$ cat config.mk
export PLATFORM = sky130hd
export DESIGN_NAME = ram_arbiter
export DESIGN_NICKNAME = d
export VERILOG_FILES = /design/src/rtl/mem_pkg.sv /design/src/rtl/ram_arb_pick.sv /design/src/rtl/ram_arbiter.sv
export SDC_FILE = /design/constraint.sdc
export NUM_CORES = 1
export LEC_CHECK = 0
export ABC_AREA = 1
export ABC_CLOCK_PERIOD_IN_PS = 2000
export CORE_MARGIN = 8
export CORE_UTILIZATION = 42
export DETAILED_ROUTE_END_ITERATION = 10
export PLACE_DENSITY = 0.78
export REMOVE_ABC_BUFFERS = 1
export SYNTH_ARGS = -nofsm -noshare
export SYNTH_HDL_FRONTEND = slang
export SYNTH_SLANG_ARGS = --single-unit
$ cat constraint.sdc
create_clock -name CLK -period 2 [get_ports CLK]
set_clock_uncertainty 0.2 [all_clocks]
set_input_delay 0.2 -clock CLK [delete_from_list [all_inputs] [get_ports CLK]]
set_output_delay 0.2 -clock CLK [all_outputs]
set_load 0.03 [all_outputs]
$ cat src/rtl/mem_pkg.sv
// Shared memory-side definitions: ram RW encodings, arbiter state encoding and
// default bus widths used by the ram arbiter and its winner-select helper.
package mem_pkg;

    localparam int AW_DEF = 32;
    localparam int DW_DEF = 32;

    localparam logic [1:0] RW_WRITE = 2'b00;
    localparam logic [1:0] RW_READ  = 2'b01;
    localparam logic [1:0] RW_IDLE  = 2'b11;

    typedef enum logic [1:0] {
        IDLE   = 2'd0,
        ACCESS = 2'd1,
        DONE   = 2'd2
    } arb_state_t;

    typedef enum logic {
        SRC_F = 1'b0,
        SRC_D = 1'b1
    } arb_src_t;

    typedef struct packed {
        logic f;
        logic d;
    } pick_t;

endpackage

$ cat src/rtl/ram_arb_pick.sv
// Winner select for the ram arbiter: data has priority unless a fetch has
// watched MAX_DATA_RUN consecutive data grants go by.
module ram_arb_pick
    import mem_pkg::*;
#(
    parameter int MAX_DATA_RUN = 4,
    parameter int RCW          = $clog2(MAX_DATA_RUN + 1)
) (
    input  logic           f_req,
    input  logic           d_req,
    input  logic [RCW-1:0] run_cnt,
    output pick_t          pick
);

    always_comb begin
        pick = '0;
        if (f_req && (!d_req || run_cnt == RCW'(MAX_DATA_RUN)))
            pick.f = 1'b1;
        else if (d_req)
            pick.d = 1'b1;
    end

endmodule

$ cat src/rtl/ram_arbiter.sv
// Shares the single-port ram between instruction fetch (read only) and
// load/store (read/write); one access in flight, all outputs registered.
module ram_arbiter
    import mem_pkg::*;
#(
    parameter int AW           = AW_DEF,
    parameter int DW           = DW_DEF,
    parameter int RAM_LAT      = 1,
    parameter int MAX_DATA_RUN = 4
) (
    input  logic          CLK,
    input  logic          RST,
    input  logic          F_REQ,
    input  logic [AW-1:0] F_ADDR,
    output logic          F_GNT,
    output logic          F_VALID,
    output logic [DW-1:0] F_RDATA,
    input  logic          D_REQ,
    input  logic          D_WE,
    input  logic [AW-1:0] D_ADDR,
    input  logic [DW-1:0] D_WDATA,
    output logic          D_GNT,
    output logic          D_VALID,
    output logic [DW-1:0] D_RDATA,
    output logic          RAM_ENABLE,
    output logic [1:0]    RAM_RW,
    output logic [AW-1:0] RAM_ADDR,
    output logic [DW-1:0] RAM_DIN,
    input  logic [DW-1:0] RAM_DOUT
);

    localparam int LCW = $clog2(RAM_LAT + 1);
    localparam int RCW = $clog2(MAX_DATA_RUN + 1);

    arb_state_t     state;
    arb_src_t       src;
    logic           is_rd;
    logic [LCW-1:0] lat_cnt;
    logic [RCW-1:0] run_cnt;
    pick_t          pick;

    ram_arb_pick #(
        .MAX_DATA_RUN (MAX_DATA_RUN),
        .RCW          (RCW)
    ) u_pick (
        .f_req   (F_REQ),
        .d_req   (D_REQ),
        .run_cnt (run_cnt),
        .pick    (pick)
    );

    always_ff @(posedge CLK) begin
        if (RST) begin
            state      <= IDLE;
            src        <= SRC_F;
            is_rd      <= 1'b0;
            lat_cnt    <= '0;
            run_cnt    <= '0;
            RAM_ENABLE <= 1'b0;
            RAM_RW     <= RW_IDLE;
            RAM_ADDR   <= '0;
            RAM_DIN    <= '0;
            F_GNT      <= 1'b0;
            D_GNT      <= 1'b0;
            F_VALID    <= 1'b0;
            D_VALID    <= 1'b0;
            F_RDATA    <= '0;
            D_RDATA    <= '0;
        end else begin
            F_GNT   <= 1'b0;
            D_GNT   <= 1'b0;
            F_VALID <= 1'b0;
            D_VALID <= 1'b0;
            case (state)
                IDLE: begin
                    if (pick.f) begin
                        src        <= SRC_F;
                        is_rd      <= 1'b1;
                        RAM_ADDR   <= F_ADDR;
                        RAM_RW     <= RW_READ;
                        RAM_DIN    <= '0;
                        RAM_ENABLE <= 1'b1;
                        lat_cnt    <= LCW'(RAM_LAT);
                        F_GNT      <= 1'b1;
                        run_cnt    <= '0;
                        state      <= ACCESS;
                    end else if (pick.d) begin
                        src        <= SRC_D;
                        is_rd      <= !D_WE;
                        RAM_ADDR   <= D_ADDR;
                        RAM_RW     <= D_WE ? RW_WRITE : RW_READ;
                        RAM_DIN    <= D_WE ? D_WDATA : '0;
                        RAM_ENABLE <= 1'b1;
                        lat_cnt    <= LCW'(RAM_LAT);
                        D_GNT      <= 1'b1;
                        state      <= ACCESS;
                        // only data grants that make a waiting fetch wait longer count
                        if (!F_REQ)
                            run_cnt <= '0;
                        else if (run_cnt != RCW'(MAX_DATA_RUN))
                            run_cnt <= run_cnt + 1'b1;
                    end
                end
                ACCESS: begin
                    lat_cnt <= lat_cnt - 1'b1;
                    if (lat_cnt == LCW'(1)) begin
                        if (is_rd) begin
                            if (src == SRC_F)
                                F_RDATA <= RAM_DOUT;
                            else
                                D_RDATA <= RAM_DOUT;
                        end
                        RAM_ENABLE <= 1'b0;
                        RAM_RW     <= RW_IDLE;
                        F_VALID    <= (src == SRC_F);
                        D_VALID    <= (src == SRC_D);
                        state      <= DONE;
                    end
                end
                DONE:    state <= IDLE;
                default: state <= IDLE;
            endcase
        end
    end

endmodule

After elaboration in Yosys (flattened, before gate mapping)
Index checks and enable logic that the tools add are counted.
Operators by class
  multiplexer cells: 31
  equal/unequal tests: 6
  add/sub/neg operators: 2
  bitwise logic cells: 4
  reduce and logical (&&, ||, !) cells: 17
Operators with widths (count)
  two-way mux 32 bit: 5
  two-way mux 1 bit: 12
  two-way mux 2 bit: 6
  two-way mux 3 bit: 4
  one-hot mux 2 bit (2 select lines): 2
  AND reduction 4 bit: 2
  != test 3 bit, second input constant: 2
  AND reduction 2 bit: 3
  AND reduction 3 bit: 2
  OR reduction 3 bit: 2
  NOT 1 bit: 4
  one-hot mux 1 bit (2 select lines): 2
  nonzero test 2 bit: 2
  adder 3 x 1 -> 3 bit, second input constant: 1
  == test 3 bit, second input constant: 1
  != test 3 x 1 -> 1 bit, second input constant: 1
  == test 2 x 1 -> 1 bit, second input constant: 1
  zero test 1 bit: 2
  zero test 2 bit: 1
  != test 2 bit, second input constant: 1
  OR reduction 2 bit: 1
  logical AND 1 bit: 1
  logical OR 1 bit: 1
  subtractor 1 bit, second input constant: 1
Storage, ports and cells
  bits in registers: 143
  output and inout port bits: 135
  bits of input ports: 133

Depth between registers and ports, before layout
Gate-level depths: netlist of run 1.
  depth in word-level cells: 7
  gate-level depth with buffers: 10
  mapped depth without buffers: 9

By module
From an unflattened synthesis of run 1, not the netlist that was laid out.
Unflattened totals
  cells, all modules: 924
  area, all modules: 6039.5 um^2
Modules (own cells, without submodules)
  ram_arbiter: cells an instance 919, area each 6008.3 um^2, sequential area each 2862.7 um^2, instances 1
  ram_arb_pick: cells an instance 5, area each 31.3 um^2, sequential area each 0.0 um^2, instances 1

Worst setup path after synthesis of run 1
OpenSTA, ideal clock, no wires.
  path kind: register -> register
  from: reg run_cnt[0]
  to: reg RAM_DIN[24]
  arrival: 1.285 ns
  path buffers: 1
  library setup time: 0.071 ns
  cell stages (with the launch flop): 9
  setup slack: 0.444 ns
  cell sequence: dfxtp_1 -> inv_1 -> ha_1 -> nand2_1 -> nand2_2 -> nand2_2 -> clkbuf_1 -> nand3b_1 -> a21oi_1
On the way
  cells in the longest elaborated chain, start to end: 6
RTL lines
  start: declaration: line ram_arbiter.sv:39  | logic [RCW-1:0] run_cnt;
  start signal: assignment: line ram_arbiter.sv:101  | run_cnt <= run_cnt + 1'b1;
  == test 3 bit (*): line ram_arb_pick.sv:17  | if (f_req && (!d_req || run_cnt == RCW'(MAX_DATA_RUN)))
  logical OR 1 bit (*): line ram_arb_pick.sv:17
  logical AND 1 bit (*): line ram_arb_pick.sv:17
  two-way mux 1 bit: line ram_arb_pick.sv:17
  nonzero test 2 bit (no line)
  AND reduction 2 bit (no line)
  end signal: assignment: line ram_arbiter.sv:92  | RAM_DIN <= D_WE ? D_WDATA : '0;
  end: declaration: line ram_arbiter.sv:28  | output logic [DW-1:0] RAM_DIN,
Every way passes the cells marked *; elsewhere a longest branch is shown, timed or not.
A chain may end at the register's enable or synchronous reset.

Worst setup path in the final report of run 1
  from: reg RAM_DIN[6]
  to: out RAM_DIN[6]
No word-level cell between the ends.

==> results of run 1 <==
logic make-up (layout without fill, tap and decap cells):
logic type | count (synthesis) | in the layout | share of synthesized area (%)
simple gates | 522 | 522 | 36.5
compound gates | 72 | 72 | 5.98
flops | 143 | 143 | 47.5
fa+ha+maj | 2 | 2 | 0.415
buf+inv | 135 | 394 | 9.45
xor+xnor | 1 | 1 | 0.145
metal layers:
layer  up-vias  track usage, %  wire [µm]
met5         -               0          0
met4         0            7.71        295
met3        21            10.9       2540
met2       253            32.9       9030
met1      2743            23.7       7880
li1       3192               -          -
power breakdown:
part	total [µW]	leakage (µW)	switching (µW)	internal (µW)
Sequential	3130	0.00117	96.4	3030
Combinational	1700	0.00257	950	754
Clock	3540	0.000318	1250	2290
Total	8370	0.00406	2290	6080
worst register-to-register path: cells and delay by family, from the launching register on:
family,cells,cell delay (ns)
simple gates,6,0.50
buf+inv,3,0.45
flops,1,0.34
fa+ha+maj,1,0.19
layout make-up:
class / instances / area [µm²] / share of cell area (%)
Timing Repair Buffer: 287 / 2890 / 30.3
Sequential cell: 143 / 2860 / 30.0
Multi-Input combinational cell: 597 / 2610 / 27.3
Clock buffer: 20 / 457 / 4.79
Inverter: 75 / 282 / 2.95
Tap cell: 180 / 225 / 2.36
Clock inverter: 12 / 208 / 2.18
state kept, by name, indices dropped and copies added (netlist names):
name,flops
F_RDATA,32
state,2
run_cnt,3
src,1
F_VALID,1
RAM_ADDR,32
D_GNT,1
lat_cnt,1
RAM_RW,2
RAM_ENABLE,1
D_VALID,1
D_RDATA,32
is_rd,1
RAM_DIN,32
F_GNT,1
per-stage QoR:
step	hold WS (ns)	total power [µW]	cells
6_report	0.0680	8370	1314
5_1_grt	0.103	8730	1314
4_1_cts	0.0632	8440	1314
3_5_place_dp	0.250	4890	1282
3_3_place_gp	0.246	4880	1282
2_1_floorplan	0.0691	4050	815
final timing paths:
path / start / to / cells past startpoint
setup / recovery: RAM_DIN[6] / RAM_DIN[6] / 1
hold / removal: RST / D_RDATA[19] / 4
setup reg to reg: run_cnt[0] / RAM_ADDR[8] / 10
hold reg to reg: RAM_DIN[16] / RAM_DIN[16] / 2
layout by cell type (no fill, tap or decap), types with 14 or more instances in the layout:
master	count
clkdlybuf4s50_1	266
nand2_1	207
nor2_1	201
dfxtp_1	143
inv_1	71
nand3_1	69
a21oi_1	37
nand3b_1	34
o21ai_0	33
clkbuf_16	17
buf_4	14
==> summary.txt, run 1 <==
Floorplan
  – Die Y: 136 µm
  – Full die area: 0.0184 mm²
  – Num rows: 43
  – Die W: 136 µm
  – Ports: 268
  – Starting Density: 43.3%
  – Total core area: 0.0139 mm²

Detailed routing
  – Initial DRC Count: around 350
  – Post-route ant nets: 0
  – Routed length per instance: 15.0 µm
  – Drt drc: 0
  – DR pass1 iterations: 4
  – Post-DR vias/cell: 4.73
  – Vias post-DR: 6,209
  – Detailed Route WL: 19,700 µm

Synth
  – Area contributors post-synth: dfxtp_1 (47%), nand2_1 (13%), nor2_1 (13%)
  – Yosys top cell area share: between 40% and 50%
  – Cells after Synth: 875
  – Post-synth top cells: nand2_1 (207), nor2_1 (202), dfxtp_1 (143)
  – Synthesized cell area: 0.00603 mm²
  – Library cells used by synthesis: 23
  – Avg Inst Size Synth: 6.89 µm²
  – Seq/Total Area, Yosys: a little under half
  – Cell taking the most area after synthesis: dfxtp_1
  – Post-synth EDFFs: 0
  – Yosys synthesis warning count: 0
  – Top FF cell, synth: dfxtp_1
  – #FFs+latches synth: 143
  – Post-synth ARST share: 0%
  – Count leader, synth: nand2_1

Final layout
  – Nets@finish: 1,256
  – Final Instance Area: 0.00953 mm²
  – Antenna diodes: 0
  – Final Util: 68.4%
  – Ratio of cells with drive above 1 in the final layout: 5.73%
  – Layout area overhead: 58.2%
  – Filler cells: 1,210

STA
  – Final period utilization: about 95%
  – Slew margin rel.: 48.1%
  – Worst-Margin Slew: about 0.8 ns
  – Period minus WS final: 1.90 ns
  – Final WS setup: 0.0989 ns
  – Final hold violations: 0
  – RSZ-0062 raised after global routing: no
  – Setup TNS: 0 ns
  – Slew Viols, Final: 0
  – Final setup viols: 0
  – Max Fclk: 526 MHz

Placed design
  – HPWL after detailed placement: 13,900 µm
  – Port Buffer Count: ~270
  – GPL Wtd Cong: 0.815
  – Placement-stage cell area: 0.00887 mm²
  – Pre-CTS WS: approximately 0.10 ns

CTS
  – CTS tree: yes
  – H-Tree Depth: 4
  – Total setup buffers inserted after CTS: 0
  – Worst skew pair latency: about 0.41 ns
  – Clock transition at path regs: 0.06 ns
  – Clk sinks: 143
  – Clock tree buffer depth: 2
  – Root buffer cell: clkbuf_16
  – Total CTS buffers: 17
  – Post-cts repair resize count: 0
  – Hold buffer count at CTS: 0

GRT
  – GR Overflow Total: 0
  – GRT Total Usage: 20.9%
  – Largest net degree at the start of global routing: 72
  – Antenna violations before repair: 0
  – First-pass GRT wire length: between 30,000 and 40,000 µm
  – Vias in the first global route: 5,861

Pwr
  – VDD IR max: 532 µV
  – Lkg Pwr: 0.00406 µW
  – PwrDens: 878 mW/mm²

Worst setup path
  – WP data required: 1.60 ns
  – CP top delay family: buffers and inverters
  – Worst Path Buf+Inv: 1
  – Slowest cell on the critical path: clkdlybuf4s50_1
  – Critical path class: reg -> out
  – R2r setup slk: 0.26 ns
  – Crit. End Element: output port
  – Crit-path cells: clkdlybuf4s50_1
  – WP data arrival: roughly 1.5 ns
  – Highest fanout seen on the critical path: 2
  – CP peak stage delay: 0.71 ns
  – Startpoint Class: flop

Hold path
  – Worst Hold Class: in -> reg

Status
  – Status: finished, final reports clean

Flow run
  – Max_cap viols: 0
Power figures use the tool's default switching activity.
==> run 2: changes to the inputs <==
--- a/config.mk
+++ b/config.mk
@@ -7,6 +7,7 @@
 export LEC_CHECK = 0
 export ABC_AREA = 1
 export ABC_CLOCK_PERIOD_IN_PS = 2000
+export CAP_MARGIN = 15
 export CORE_MARGIN = 8
 export CORE_UTILIZATION = 42
 export DETAILED_ROUTE_END_ITERATION = 10
==> results of run 2 <==
The final DEF is identical to that of run 1; final timing and power are the same.
==> run 3: changes to the inputs <==
--- a/config.mk
+++ b/config.mk
@@ -10,8 +10,10 @@
 export CAP_MARGIN = 15
 export CORE_MARGIN = 8
 export CORE_UTILIZATION = 42
+export CTS_CLUSTER_SIZE = 20
 export DETAILED_ROUTE_END_ITERATION = 10
 export PLACE_DENSITY = 0.78
+export RECOVER_POWER = 25
 export REMOVE_ABC_BUFFERS = 1
 export SYNTH_ARGS = -nofsm -noshare
 export SYNTH_HDL_FRONTEND = slang
==> summary.txt, run 3 (same netlist as run 1, synthesis figures left out) <==
Final layout
  – Filler cells: 1,218
  – Most frequent cells in the layout: clkdlybuf4s50_1 (266), nand2_1 (208), nor2_1 (202)
  – Nets@finish: between 1,000 and 1,500
  – Layout area overhead: 57.4%
  – Final Util: around two thirds
  – Final Instance Area: 0.00949 mm²
  – Antenna diodes: 0
  – Ratio of cells with drive above 1 in the final layout: 5.29%
  – Most common cell after layout, fill and taps aside: clkdlybuf4s50_1

Floorplan
  – Full die area: 0.0184 mm²
  – Starting Density: 43.3%
  – Die W: ~140 µm
  – Die Y: roughly 140 µm
  – Ports: 268
  – Total core area: 0.0139 mm²
  – Num rows: 43

CTS
  – Post-cts repair resize count: 0
  – Worst skew pair latency: 0.41 ns
  – Total CTS buffers: 17
  – Clock transition at path regs: 0.06 ns
  – Clock tree buffer depth: 2
  – Root buffer cell: clkbuf_16
  – H-Tree Depth: 4
  – Hold buffer count at CTS: 0
  – Clk sinks: approximately 140
  – CTS tree: yes
  – Total setup buffers inserted after CTS: 0

Worst setup path
  – Reg2reg start: state[1]
  – Startpoint Class: flop
  – Crit path depth: 1
  – Slowest cell on the critical path: clkdlybuf4s50_1
  – Reg2Reg Depth: 6
  – Crit. End Element: output port
  – WP data arrival: roughly 1.5 ns
  – WP data required: about 1.6 ns
  – CP top delay family: buffers and inverters
  – Crit. Startpoint: RAM_DIN[5]
  – R2r setup slk: 0.21 ns
  – Worst Path Buf+Inv: 1
  – Critical path class: reg -> out
  – Highest fanout seen on the critical path: 2
  – Crit-path cells: clkdlybuf4s50_1
  – CP peak stage delay: 0.71 ns

STA
  – Setup TNS: 0 ns
  – Slew Viols, Final: 0
  – Final hold violations: 0
  – Slew margin rel.: 48.4%
  – Worst-Margin Slew: 0.774 ns
  – Max Fclk: ~530 MHz
  – Period minus WS final: 1.90 ns
  – RSZ-0062 raised after global routing: no
  – Hold slack: approximately 0.075 ns
  – Final setup viols: 0
  – Final period utilization: 94.9%
  – Final WS setup: slightly above 0.1 ns

GRT
  – Antenna violations before repair: 0
  – First-pass GRT wire length: about 30,000 µm
  – Vias in the first global route: 5,861
  – Largest net degree at the start of global routing: 72
  – GRT Total Usage: 20.9%
  – GR Overflow Total: 0

Detailed routing
  – Vias post-DR: 6,215
  – Initial DRC Count: 325
  – DR pass1 iterations: 6
  – Routed length per instance: roughly 15 µm
  – Post-route ant nets: 0
  – Post-DR vias/cell: 4.73
  – Drt drc: 0
  – Detailed Route WL: 19,800 µm

Pwr
  – VDD IR max: 529 µV
  – Lkg Pwr: about 0.0040 µW
  – PwrDens: just under 900 mW/mm²

Status
  – Status: finished, final reports clean

Placed design
  – GPL Wtd Cong: just over 0.8
  – Placement-stage cell area: roughly 0.0089 mm²
  – Pre-CTS WS: between 0.1 and 0.15 ns
  – Port Buffer Count: 267
  – HPWL after detailed placement: about 14,000 µm

Hold path
  – Hold wc startpoint: RST
  – Hold depth: 4
  – Worst Hold Class: in -> reg

Flow run
  – Max_cap viols: 0
## run 3: changes by cell type in the layout (fill, tap and decap cells not counted), sizes merged
cell    before  now
inv         76   75
clkbuf      20   22
buf         21   19
clkinv       4    5
## run 3: worst paths after layout
path                  to
min          D_RDATA[19]
max           RAM_DIN[5]
max reg2reg  RAM_DIN[25]
min reg2reg  RAM_DIN[16]
## run 3: routing by layer
layer	share of wire [%]	vias up	GRT usage (%)
met5	0	-	0
met4	1.4	0	7.71
met3	12	18	10.9
met2	46	253	32.9
met1	40	2751	23.7
li1	-	3193	-
## run 3: worst min-delay path, delay by kind of cell
kind | cells | cell delay (ns)
buffers and inverters | 2 | 0.27
and+or+nand+nor | 2 | 0.16
## run 3: layout make-up
cell class,instances,area (µm²),share of cell area (%)
multi-input cells,597,2600,27.4
clock inverters,12,208,2.19
inverters,75,282,2.97
well taps,180,225,2.37
clock buffers,20,457,4.81
flip-flops and latches,143,2860,30.2
repair buffers,287,2860,30.1
## run 3: per-stage QoR
stage	std cells	power, µW
after floorplan	815	4050
after global placement	1282	4880
after detailed placement	1282	4890
after CTS	1314	8440
after global routing	1314	8700
final	1314	8340
## run 3: power by group
group | switching, µW | leakage [µW] | total, µW | internal (µW)
Combinational | 946 | 0.00255 | 1680 | 733
Clock | 1240 | 0.000318 | 3530 | 2290
Sequential | 95.0 | 0.00117 | 3120 | 3030
Total | 2280 | 0.00404 | 8340 | 6050
